`config.mk`:
```
export PLATFORM = sky130hd
export DESIGN_NAME = stream_slot_scheduler
export DESIGN_NICKNAME = d
export VERILOG_FILES = /design/src/rtl/stream_mux_pkg.sv /design/src/rtl/dwell_timer.sv /design/src/rtl/stream_slot_scheduler.sv
export SDC_FILE = /design/constraint.sdc
export NUM_CORES = 1
export LEC_CHECK = 0
export CELL_PAD_IN_SITES_DETAIL_PLACEMENT = 2
export CELL_PAD_IN_SITES_GLOBAL_PLACEMENT = 2
export CORE_MARGIN = 2
export CORE_UTILIZATION = 31
export CTS_CLUSTER_SIZE = 16
export DETAILED_ROUTE_END_ITERATION = 7
export PLACE_DENSITY_LB_ADDON = 0.1
export SYNTH_ARGS = -nofsm -noshare
export SYNTH_HDL_FRONTEND = slang
export SYNTH_SLANG_ARGS = --single-unit
```
`constraint.sdc`:
```
create_clock -name clk -period 8.3 [get_ports clk]
set_input_delay 0.83 -clock clk [delete_from_list [all_inputs] [get_ports clk]]
set_output_delay 0.83 -clock clk [all_outputs]
set_load 0.02 [all_outputs]
```
`src/rtl/stream_mux_pkg.sv`:
```
// Shared definitions for the stream slot scheduler.
//  - MODE_* : encodings of the mode input (4-7 are reserved)
//  - state_e : scheduler policy states
//  - SEL_W, DSx_IDX : stream selector width and stream index constants
//  - mode_to_state / state_to_mode : translation helpers used by the FSM
package stream_mux_pkg;

  localparam int SEL_W = 2;

  localparam logic [2:0] MODE_IDLE  = 3'd0;
  localparam logic [2:0] MODE_FIXED = 3'd1;
  localparam logic [2:0] MODE_ALT   = 3'd2;
  localparam logic [2:0] MODE_ROT   = 3'd3;

  localparam logic [SEL_W-1:0] DS1_IDX = 2'd0;
  localparam logic [SEL_W-1:0] DS2_IDX = 2'd1;
  localparam logic [SEL_W-1:0] DS3_IDX = 2'd2;

  typedef enum logic [1:0] {
    ST_IDLE  = 2'd0,
    ST_FIXED = 2'd1,
    ST_ALT   = 2'd2,
    ST_ROT   = 2'd3
  } state_e;

  // Reserved mode values leave the policy where it is.
  function automatic state_e mode_to_state(input logic [2:0] m, input state_e cur);
    state_e s;
    case (m)
      MODE_IDLE:  s = ST_IDLE;
      MODE_FIXED: s = ST_FIXED;
      MODE_ALT:   s = ST_ALT;
      MODE_ROT:   s = ST_ROT;
      default:    s = cur;
    endcase
    return s;
  endfunction

  function automatic logic [2:0] state_to_mode(input state_e s);
    logic [2:0] m;
    case (s)
      ST_FIXED: m = MODE_FIXED;
      ST_ALT:   m = MODE_ALT;
      ST_ROT:   m = MODE_ROT;
      default:  m = MODE_IDLE;
    endcase
    return m;
  endfunction

endpackage

```
`src/rtl/dwell_timer.sv`:
```
// Slot dwell timer.
//  clk, rst   : clock, asynchronous active-low reset
//  clear      : force the count back to 0 (state change)
//  enable     : count this cycle
//  load       : capture len as the length of the next slot
//  len        : slot length in cycles (0 treated as 1)
//  expire     : last cycle of the current slot (only while enabled)
//  count      : current count, for observation
module dwell_timer #(
  parameter int CNT_W = 32
) (
  input  logic             clk,
  input  logic             rst,
  input  logic             clear,
  input  logic             enable,
  input  logic             load,
  input  logic [CNT_W-1:0] len,
  output logic             expire,
  output logic [CNT_W-1:0] count
);

  logic [CNT_W-1:0] count_q;
  logic [CNT_W-1:0] len_q;
  logic [CNT_W-1:0] len_eff;

  // The length is captured at slot boundaries so a mid-slot change
  // only affects the following slot.
  assign len_eff = (len_q == '0) ? CNT_W'(1) : len_q;
  assign expire  = enable && (count_q == (len_eff - CNT_W'(1)));
  assign count   = count_q;

  always_ff @(posedge clk or negedge rst) begin
    if (!rst) begin
      count_q <= '0;
      len_q   <= '0;
    end else begin
      if (clear || expire) begin
        count_q <= '0;
      end else if (enable) begin
        count_q <= count_q + CNT_W'(1);
      end
      if (load) begin
        len_q <= len;
      end
    end
  end

endmodule

```
`src/rtl/stream_slot_scheduler.sv`:
```
// Time-slot scheduler sharing one output channel between three streams.
//  clk, rst           : clock, asynchronous active-low reset
//  mode               : requested policy 0 idle, 1 fixed, 2 alternate, 3 rotate
//  switch_clk_cycles  : dwell length per slot (0 treated as 1)
//  s_valid/s_ready    : per-stream handshake, s_ready one-hot or zero
//  s_data             : packed streams, DS1 in the low word
//  m_data/m_valid     : registered output stage, m_ready from downstream
//  sel                : active stream index
//  active_mode        : mode currently applied
//  slot_start         : one-cycle pulse in the first cycle of a new slot
//  state_dbg          : current FSM state
//
// Handshake: a beat moves on a channel in any cycle where valid and ready are
// both 1. Valid never depends on ready; once m_valid is high, m_data is held
// until the cycle m_ready is seen. s_ready[sel] is offered only when a
// policy is active and the output register is empty or draining this cycle.
module stream_slot_scheduler
  import stream_mux_pkg::*;
#(
  parameter int NUM_STREAMS = 3,
  parameter int DATA_W      = 32,
  parameter int CNT_W       = 32
) (
  input  logic                          clk,
  input  logic                          rst,
  input  logic [2:0]                    mode,
  input  logic [CNT_W-1:0]              switch_clk_cycles,
  input  logic [NUM_STREAMS-1:0]        s_valid,
  output logic [NUM_STREAMS-1:0]        s_ready,
  input  logic [NUM_STREAMS*DATA_W-1:0] s_data,
  output logic [DATA_W-1:0]             m_data,
  output logic                          m_valid,
  input  logic                          m_ready,
  output logic [SEL_W-1:0]              sel,
  output logic [2:0]                    active_mode,
  output logic                          slot_start,
  output logic [1:0]                    state_dbg
);

  state_e            state_q, state_d;
  logic [SEL_W-1:0]  sel_q, sel_d;
  logic              slot_start_q, slot_start_d;
  logic [DATA_W-1:0] m_data_q;
  logic              m_valid_q;

  logic              state_change;
  logic              timer_en;
  logic              expire;
  logic [CNT_W-1:0]  dwell_count;
  logic              ready_ok;
  logic              accept;
  logic [DATA_W-1:0] sel_data;

  assign timer_en = (state_q == ST_ALT) || (state_q == ST_ROT);

  dwell_timer #(.CNT_W(CNT_W)) u_dwell_timer (
    .clk    (clk),
    .rst    (rst),
    .clear  (state_change),
    .enable (timer_en),
    .load   (state_change || expire),
    .len    (switch_clk_cycles),
    .expire (expire),
    .count  (dwell_count)
  );

  // Next-state, selector and slot pulse.
  always_comb begin
    state_d      = state_q;
    sel_d        = sel_q;
    slot_start_d = 1'b0;

    case (state_q)
      ST_IDLE:  state_d = mode_to_state(mode, ST_IDLE);
      ST_FIXED: state_d = mode_to_state(mode, ST_FIXED);
      ST_ALT,
      ST_ROT: begin
        if (expire) state_d = mode_to_state(mode, state_q);
      end
      default:  state_d = ST_IDLE;
    endcase

    state_change = (state_d != state_q);

    if (state_change) begin
      // Every new policy starts on DS1.
      sel_d        = DS1_IDX;
      slot_start_d = 1'b1;
    end else if (expire) begin
      if (state_q == ST_ALT) begin
        sel_d = (sel_q == DS1_IDX) ? DS2_IDX : DS1_IDX;
      end else begin
        sel_d = (sel_q == DS3_IDX) ? DS1_IDX : sel_q + SEL_W'(1);
      end
      slot_start_d = (sel_d != sel_q);
    end
  end

  always_ff @(posedge clk or negedge rst) begin
    if (!rst) begin
      state_q      <= ST_IDLE;
      sel_q        <= DS1_IDX;
      slot_start_q <= 1'b0;
    end else begin
      state_q      <= state_d;
      sel_q        <= sel_d;
      slot_start_q <= slot_start_d;
    end
  end

  // Input handshake against the current slot.
  assign ready_ok = (state_q != ST_IDLE) && (!m_valid_q || m_ready);
  assign s_ready  = ready_ok ? (NUM_STREAMS'(1) << sel_q) : '0;
  assign accept   = ready_ok && s_valid[sel_q];

  always_comb begin
    sel_data = '0;
    case (sel_q)
      DS1_IDX: sel_data = s_data[0*DATA_W +: DATA_W];
      DS2_IDX: sel_data = s_data[1*DATA_W +: DATA_W];
      DS3_IDX: sel_data = s_data[2*DATA_W +: DATA_W];
      default: sel_data = '0;
    endcase
  end

  // Output register: loads on accept, empties when drained with no refill.
  always_ff @(posedge clk or negedge rst) begin
    if (!rst) begin
      m_data_q  <= '0;
      m_valid_q <= 1'b0;
    end else if (accept) begin
      m_data_q  <= sel_data;
      m_valid_q <= 1'b1;
    end else if (m_ready) begin
      m_valid_q <= 1'b0;
    end
  end

  assign m_data      = m_data_q;
  assign m_valid     = m_valid_q;
  assign sel         = sel_q;
  assign active_mode = state_to_mode(state_q);
  assign slot_start  = slot_start_q;
  assign state_dbg   = state_q;

  logic unused_ok;
  assign unused_ok = ^dwell_count;

endmodule

```
**Yosys cells after proc, flatten, opt, wreduce, memory -nomap -nowiden**

Cells that the tools add are included.

- Add/subtract/negate cells: 3
- Magnitude comparators: 1
- Eq/ne operators: 11
- Shift operators: 1
- Multiplexer cells: 24
- Reduce and logical (&&, ||, !) cells: 16

Operators by type and width:

| cell | number |
|---|---|
| two-way mux 32 bit | 3 |
| one-hot mux 32 bit (3 select lines) | 1 |
| adder 32 x 1 -> 32 bit, second input constant | 1 |
| == test 32 bit | 1 |
| zero test 32 bit | 1 |
| subtractor 32 x 1 -> 32 bit, second input constant | 1 |
| one-hot mux 2 bit (3 select lines) | 4 |
| two-way mux 2 bit | 7 |
| one-hot mux 2 bit (4 select lines) | 1 |
| nonzero test 2 bit | 4 |
| == test 2 bit, second input constant | 3 |
| == test 3 x 2 -> 1 bit, second input constant | 2 |
| two-way mux 1 bit | 6 |
| == test 2 x 1 -> 1 bit, second input constant | 2 |
| zero test 2 bit | 2 |
| != test 2 bit | 2 |
| == test 3 x 1 -> 1 bit, second input constant | 1 |
| logical AND 1 bit | 3 |
| zero test 3 bit | 1 |
| logical OR 1 bit | 3 |
| < comparator 2 x 3 -> 1 bit, second input constant | 1 |
| two-way mux 3 bit | 1 |
| left shift 1 x 2 -> 3 bit, first input constant | 1 |
| adder 2 x 1 -> 2 bit, second input constant | 1 |
| 3 further kinds | 3 |

- Flip-flop bits (word level): 102
- Input port bits: 137
- Output and inout port bits: 44
- Logic and storage cells: 63

**Depth between registers and ports, before layout**

Gate-level depths: netlist (run 1).

- Depth after elaboration: 12
- Depth in mapped cells: 18
- Gate-level depth less buffers: 13

**By module**

A second synthesis (run 1) with hierarchy kept.

- Cells, all modules: 611
- Area, all modules: 6388.6 um^2

Modules (own cells, without submodules):

| module | times used | cells an instance | area each (um^2) | seq. area each (um^2) |
|---|---|---|---|---|
| dwell_timer | 1 | 395 | 4058.9 | 1601.5 |
| stream_slot_scheduler | 1 | 216 | 2329.7 | 950.9 |

**Worst setup path after synthesis (run 1)**

OpenSTA, ideal clock, no wires.

- Kind: register to register
- Start point: reg u_dwell_timer.len_q[8]
- End point: reg u_dwell_timer.len_q[18]
- Library setup time: 125 ps
- Arrival time: 4289 ps
- Data required time: 8175 ps
- Slack: 3886 ps
- Cell stages (with the launch flop): 18
- Buffers on the path: 4
- Period minus slack after synthesis: 4414 ps
- Path through: dfrtp_1 > clkbuf_1 > nor4_1 > and4_1 > clkbuf_1 > a41o_1 > inv_1 > ha_1 > nor4b_1 > and3_1 > a211o_1 > a22oi_1 > nand4_1 > nor4_4 > a31o_4 > buf_12 > buf_12 > mux2_4

- Word-level cells in the longest chain between the ends: 9

Ends and longest elaborated chain:

| element | line | RTL |
|---|---|---|
| from (decl) | dwell_timer.sv:23 | `logic [CNT_W-1:0] len_q;` |
| from (signal assigned) | dwell_timer.sv:43 | `len_q <= len;` |
| zero test 32 bit | dwell_timer.sv:28 | `assign len_eff = (len_q == '0) ? CNT_W'(1) : len_q;` |
| two-way mux 32 bit (*) | dwell_timer.sv:28 |  |
| subtractor 32 x 1 -> 32 bit (*) | dwell_timer.sv:29 | `assign expire = enable && (count_q == (len_eff - CNT_W'(1)));` |
| == test 32 bit (*) | dwell_timer.sv:29 |  |
| logical AND 1 bit (*) | dwell_timer.sv:29 |  |
| two-way mux 2 bit | stream_slot_scheduler.sv:78 | `if (expire) state_d = mode_to_state(mode, state_q);` |
| one-hot mux 2 bit (3 select lines) | stream_slot_scheduler.sv:73 | `case (state_q)` |
| != test 2 bit | stream_slot_scheduler.sv:83 | `state_change = (state_d != state_q);` |
| logical OR 1 bit (*) | stream_slot_scheduler.sv:61 | `.load (state_change \|\| expire),` |

Mark *: on every way between the ends. The rest lies on a longest branch, timed or not.
A chain may end at the register's enable or synchronous reset.

**Worst setup path after layout (run 1)**

- Start point: reg u_dwell_timer.len_q[8]
- End point: reg u_dwell_timer.len_q[5]

Same word-level chain as after synthesis.

==> results of run 1 <==
-- worst register-to-register path: cells and delay by family (launching register included) --
kind	cells	cell delay [ns]
AOI/OAI and AO/OA	4	1.55
adders and majority gates	1	0.25
buffers and inverters	2	0.25
DFF	1	0.47
muxes	1	0.51
and+or+nand+nor	6	2.38
-- cell families after synthesis --
kind of cell | after synthesis
AO/OA/AOI/OAI | 123
XOR/XNOR | 70
adder cells (fa/ha/maj) | 2
buffers and inverters | 52
flip-flops | 102
multiplexers | 71
other | 1
AND/OR/NAND/NOR | 254
-- layout make-up --
type                       count  area, sq um
fill                        2221        11580
multi-input combinational    521         3477
sequential                   102         2554
timing repair buffer         185         1834
tap                          270        337.8
clock buffer                  11        232.7
clock inverter                 5        58.81
inverter                       9        33.78
-- worst max path at each step --
stage                           start  depth (start not counted)                      end  slack, ns
4_1_cts        u_dwell_timer.len_q[8]                         14   u_dwell_timer.len_q[9]       2.79
6_report       u_dwell_timer.len_q[8]                         14   u_dwell_timer.len_q[5]       2.78
2_1_floorplan  u_dwell_timer.len_q[8]                         17  u_dwell_timer.len_q[18]       3.89
3_5_place_dp   u_dwell_timer.len_q[8]                         14   u_dwell_timer.len_q[9]       2.84
5_1_grt        u_dwell_timer.len_q[8]                         14   u_dwell_timer.len_q[5]       2.33
3_3_place_gp   u_dwell_timer.len_q[8]                         14  u_dwell_timer.len_q[10]       3.04
-- registers in the layout (all words and copies together), names as in the netlist --
signal / cells
state_dbg: 2
u_dwell_timer.count: 32
m_valid: 1
sel: 2
slot_start: 1
m_data: 32
u_dwell_timer.len_q: 32
-- through the flow --
stage               utilization [%]  cells  cell area, sq um
finish                        42.42   1103              8528
global route                  42.42   1103              8528
CTS                           42.42   1103              8528
detailed placement            40.97   1087              8237
global placement              40.97   1087              8237
floorplan                         -    675              6307
-- cells in the final DEF, fill, tap and decap left out, types with 2 or more instances in the layout --
| cell type | Yosys | routed |
|---|---|---|
| nor3b_1 | 3 | 3 |
| o211ai_1 | 2 | 2 |
| mux2_2 | 19 | 19 |
| a41oi_1 | 3 | 3 |
| xor2_1 | 40 | 40 |
| and4_1 | 4 | 4 |
| a31oi_1 | 5 | 5 |
| clkbuf_16 | 0 | 9 |
| nand2b_1 | 8 | 7 |
| clkbuf_1 | 25 | 2 |
| clkdlybuf4s50_1 | 0 | 178 |
| dfrtp_1 | 102 | 101 |
| or3_1 | 7 | 7 |
| inv_1 | 9 | 9 |
| and3_1 | 12 | 12 |
| nor4_1 | 15 | 15 |
| xnor2_1 | 30 | 30 |
| mux2i_1 | 38 | 38 |
| nor2_1 | 88 | 88 |
| a311oi_1 | 4 | 4 |
| or2_2 | 4 | 4 |
| nor4b_1 | 3 | 3 |
| mux2_4 | 14 | 14 |
| ha_1 | 2 | 2 |
| nand2_1 | 60 | 60 |
| nor3_1 | 12 | 12 |
| a21oi_1 | 36 | 36 |
| a31o_2 | 5 | 5 |
| o21a_1 | 5 | 5 |
| nor2b_1 | 5 | 4 |
| or4_1 | 4 | 4 |
| buf_4 | 2 | 7 |
| nand4_1 | 11 | 11 |
| clkinvlp_4 | 0 | 2 |
| nand3_1 | 13 | 13 |
| o21ai_0 | 40 | 40 |
-- per-layer routing --
metal	share of wire, %	routed length (um)	global-route usage, %	vias up
li1	-	-	-	2679
met1	42	9035	25.33	2855
met2	52	11090	37.07	101
met3	4.2	894	3.969	19
met4	1.3	286	5.194	0
met5	0	0	0	-
-- power by group --
| group | leakage [nW] | internal [mW] | switching (mW) |
|---|---|---|---|
| combinational | 2.06 | 0.370 | 0.399 |
| clock | 0.136 | 0.235 | 0.195 |
| sequential | 1.27 | 0.618 | 0.147 |
| total | 3.47 | 1.22 | 0.741 |
==> results.yml, run 1 <==
worst_setup_path:
  crit_buf_inv: 2
  worstPathArrival_ns: 5.76
  reg2reg_depth: 14
  crit_path_start_kind: "flop"
  cp_slowest_cell: "nor4_1"
  crit_type: "flop to flop"
  crit_path_cell_trace: "nor4_1 -> and4_1 -> a41o_1 -> inv_1 -> ha_1 -> nor4b_1 -> buf_4 -> and3_1 -> a211o_1 -> a22oi_1 -> nand4_1 -> nor4_4 -> a31o_4 -> mux2_2"
  crit_required_ns: 8.53
  crit_family: "simple AND/OR/NAND/NOR gates"
  max_stage_delay_ns: 0.94
  path_max_fanout: 65
  end_kind: "flop"
  rrSetupSlack_ns: 2.78
  timing.rr.end: "u_dwell_timer.len_q[5]"
  timing.rr.start: "u_dwell_timer.len_q[8]"
timing:
  post-route-period-util_pct: 66.52
  slew_viol_final: 0
  max_freq_ghz: 0.1811
  fin_skew_ns: 0.01345
  fin_ws_ns: 2.779
  slew_headroom_pct: 25.06
  fin_hold_ws_ns: 0.4776
  fin_crit_ns: 5.521
  finalHoldViolCount: 0
  worstMarginPinSlew_ns: 1.124
  rsz0062_at_grt: "no"
  setup_viol: 0
  setup_tns_ns: 0
worst_hold_path:
  hp-class: "flop to flop"
  min-delay-start: "m_data[25]"
  holdPathEnd: "m_data[25]"
  min_path_cells: 2
logic_synthesis:
  synth_xor_area_share_pct: 9.720
  synth_commonest_cells: "dfrtp_1 (102), nor2_1 (88), nand2_1 (60), o21ai_0 (40), xor2_1 (40)"
  synth_fa_ha_area_share_pct: 0.3967
  ys_types: 66
  synth_area_sq_mm: 0.006307
  synth.area.mux_share_pct: 12.76
  syn_nets: 814
  synth.most_common_cell: "dfrtp_1"
  synth_warnings: 0
  synth_top_family_by_area: "simple AND/OR/NAND/NOR gates"
  yosys.area.top_type: "dfrtp_1"
  synthSimpleGateAreaFrac_pct: 19.68
  synth_edf_count: 0
  syn-instance-count: 675
  synthArstFlopShare_pct: 100.0
  ys.flop_type: "dfrtp_1"
  synth_area_per_cell_sq_um: 9.344
  netlist_top_cells_area: "dfrtp_1 (40%), mux2i_1 (6.0%), xor2_1 (5.6%), nor2_1 (5.2%), xnor2_1 (4.2%)"
  synth_compound_area_share_pct: 12.44
  yosysTopAreaCellShare_pct: 40.47
  synth-seq-area-share_pct: 40.47
  synth-seq-cells: 102
floorplan:
  die_h_um: 146.6
  row_count: 52
  dieWidth_um: 146.6
  design.die.area_sq_mm: 0.02150
  coreArea_sq_mm: 0.02010
  start_util_pct: 31.37
  io_pins: 181
global_routing:
  grt_usage_pct: 20.62
  overflow: 0
  grt_pass1_vias: 6431
  grt_pass1_wl_mm: 35.42
  antenna_found_initial: 0
  grt_max_degree: 66
routing:
  drtIter0Drc: 169
  wl_per_cell_um: 19.32
  drtPass1Iterations: 4
  drcViolationCount: 0
  ant_nets: 0
  routed_wl_mm: 21.31
  vias: 5654
  via_per_inst: 5.126
cells_and_area:
  area_growth_pct: 35.21
  n_antenna_cell: 0
  drive_gt1_share_pct: 8.403
  finalNetCount: 967
clocking:
  cts_buffers: 9
  clk_pin_slew_ns: 0.07
  post_cts_resized: 0
  cts.path.max_buffers: 2
  postCtsSetupBuffers: 0
  cts_hold_buffers: 0
  cts_root_buf: "clkbuf_16"
  clock-sinks: 102
  clock_latency_ns: 0.36
  cts_tree: "done"
  cts_max_level: 3
status:
  status: "completed"
pwr:
  p_leak_nw: 3.468
  finalPower_mw: 1.965
  ir_worst_vdd_v: 0.00009734
  powerDensity_mw_per_mm2: 230.4
placed_design:
  dp_worst_setup_slack_ns: 2.844
  place_hpwl_mm: 16.39
  gp_congestion: 0.8438
  numPortBuffers: 179
run:
  drv_cap: 0
No activity file was read; power rests on OpenSTA's default activity.
==> run 2, diff against run 1 <==
--- a/config.mk
+++ b/config.mk
@@ -8,7 +8,7 @@
 export CELL_PAD_IN_SITES_DETAIL_PLACEMENT = 2
 export CELL_PAD_IN_SITES_GLOBAL_PLACEMENT = 2
 export CORE_MARGIN = 2
-export CORE_UTILIZATION = 31
+export CORE_UTILIZATION = 26
 export CTS_CLUSTER_SIZE = 16
 export DETAILED_ROUTE_END_ITERATION = 7
 export PLACE_DENSITY_LB_ADDON = 0.1
==> constraint.sdc (replaced) <==
create_clock -name clk -period 4.8 [get_ports clk]
set_input_delay 0.48 -clock clk [delete_from_list [all_inputs] [get_ports clk]]
set_output_delay 0.48 -clock clk [all_outputs]
set_load 0.02 [all_outputs]
==> run 2 against run 1 <==
Cell count is 5.9% higher. Sequential cell count is the same. Wire length grew 9.1%. Sequential share of layout area fell by 0.86 points. Non-clock buffer count increased by 17. Worst setup slack got worse by 2.4 ns. Largest cell class unchanged. Highest routed layer unchanged.
==> results.yml, run 2 (same netlist as run 1, synthesis figures left out) <==
timing:
  setup_tns_ns: 0
  fin_skew_ns: 0.01487
  rsz0062_at_grt: "no"
  fin_crit_ns: 4.448
  fin_ws_ns: 0.3519
  slew_headroom_pct: 24.88
  post-route-period-util_pct: 92.67
  setup_viol: 0
  fin_hold_ws_ns: 0.2474
  max_freq_ghz: 0.2248
  slew_viol_final: 0
  worstMarginPinSlew_ns: 1.127
  finalHoldViolCount: 0
floorplan:
  die_h_um: 159.8
  design.die.area_sq_mm: 0.02552
  coreArea_sq_mm: 0.02361
  io_pins: 181
  start_util_pct: 26.71
  dieWidth_um: 159.8
  row_count: 56
clocking:
  clock_latency_ns: 0.36
  cts.path.max_buffers: 2
  postCtsSetupBuffers: 0
  cts_tree: "done"
  cts_buffers: 9
  cts_root_buf: "clkbuf_16"
  clock-sinks: 102
  clk_pin_slew_ns: 0.08
  cts_hold_buffers: 0
  cts_max_level: 3
cells_and_area:
  area_growth_pct: 39.20
  drive_gt1_share_pct: 10.60
  n_antenna_cell: 0
  layout_common_cells: "clkdlybuf4s50_1 (178), dfrtp_1 (101), nor2_1 (88), nand2_1 (60)"
  instances_no_fill: 1168
  final_common_cell: "clkdlybuf4s50_1"
  finalNetCount: 984
routing:
  dr_wl_met2_mm: 11.90
  drcViolationCount: 0
  wl_met3_mm: 1.302
  wl_per_cell_um: 19.89
  highest_layer: "met4"
  drtIter0Drc: 157
  wl_met1_mm: 9.705
  drtPass1Iterations: 4
  routed_wl_mm: 23.24
  via_per_inst: 4.922
  vias: 5749
  ant_nets: 0
worst_setup_path:
  reg2reg_depth: 15
  crit_path_start_kind: "flop"
  path_max_fanout: 52
  crit_type: "flop to flop"
  crit_required_ns: 5.03
  end_kind: "flop"
  worstPathArrival_ns: 4.68
placed_design:
  place_hpwl_mm: 18.16
  numPortBuffers: 179
  dp_worst_setup_slack_ns: -0.07458
  post-place-cells: 1153
  gp_congestion: 0.8436
pwr:
  finalPower_mw: 3.528
  switching_share_pct: 37.26
  power.internal_mw: 2.214
  switchingPower_mw: 1.315
  p_leak_nw: 3.586
  powerDensity_mw_per_mm2: 401.9
  ir_worst_vdd_v: 0.0001709
  seqPwrFrac_pct: 37.4
  power_frac_comb_pct: 39.1
  clock_power_share_pct: 23.5
global_routing:
  grt_pass1_vias: 6697
  overflow: 0
  grt_max_degree: 66
  grt_pass1_wl_mm: 37.71
  grt_usage_pct: 18.52
  antenna_found_initial: 0
run:
  drv_cap: 0
worst_hold_path:
  hp-class: "input pin to async pin"
status:
  status: "completed"
[run 2: worst paths after layout]
check	start	end	slack [ns]
min in group clk	m_data[23]	m_data[23]	0.49
max in group asynchronous	rst	state_dbg[0]	3.41
worst min-delay path	rst	u_dwell_timer.count[10]	0.25
worst max-delay path	u_dwell_timer.len_q[26]	u_dwell_timer.len_q[15]	0.35
worst min register to register	m_data[23]	m_data[23]	0.49
worst max register to register	u_dwell_timer.len_q[26]	u_dwell_timer.len_q[15]	0.35
[run 2: power by group through the flow]
stage | combinational, mW | clock, mW | sequential (mW)
floorplan | 0.679 | 0 | 1.37
global placement | 1.35 | 0 | 1.32
detailed placement | 1.39 | 0 | 1.34
CTS | 1.40 | 0.864 | 1.33
global route | 1.52 | 0.899 | 1.36
finish | 1.38 | 0.830 | 1.32
[run 2: critical path, stage by stage (launching register included)]
cell	delay, ns
dfrtp_1	0.45
or4_1	0.58
nor3_1	0.18
buf_4	0.20
a41o_1	0.22
inv_1	0.07
ha_1	0.26
nor3b_1	0.22
a211oi_1	0.30
a41oi_1	0.13
nor3_2	0.25
nand4_1	0.17
nor4_4	0.36
a31o_4	0.24
buf_12	0.27
mux2_2	0.38
[run 2: layout make-up]
type,instances,area [sq um]
well taps,319,399.1
inverters,9,33.78
clock buffers,11,252.7
repair buffers,202,1974
clock inverters,4,77.57
multi-input cells,521,3488
fillers,2562,14830
flip-flops and latches,102,2554
[run 2: timing repair]
| action | 4_1_cts | 5_1_grt |
|---|---|---|
| setup endpoints to repair | 28 | 5 |
| endpoints found under the hold margin | 0 | 0 |
| resized for setup | 1 | 1 |
| pin swaps | 0 | 0 |
[run 2: metrics by stage]
step	area [sq um]	utilization, %
after CTS	8775	37.16
after detailed placement	8438	35.74
final	8780	37.18
after global placement	8438	35.74
after global routing	8780	37.18
after floorplan	6307	-
[run 2: per-layer routing]
metal	up-vias	track usage [%]
met1	2892	22.17
met2	121	33.12
met5	-	0
met3	20	5.273
met4	0	3.678
li1	2716	-
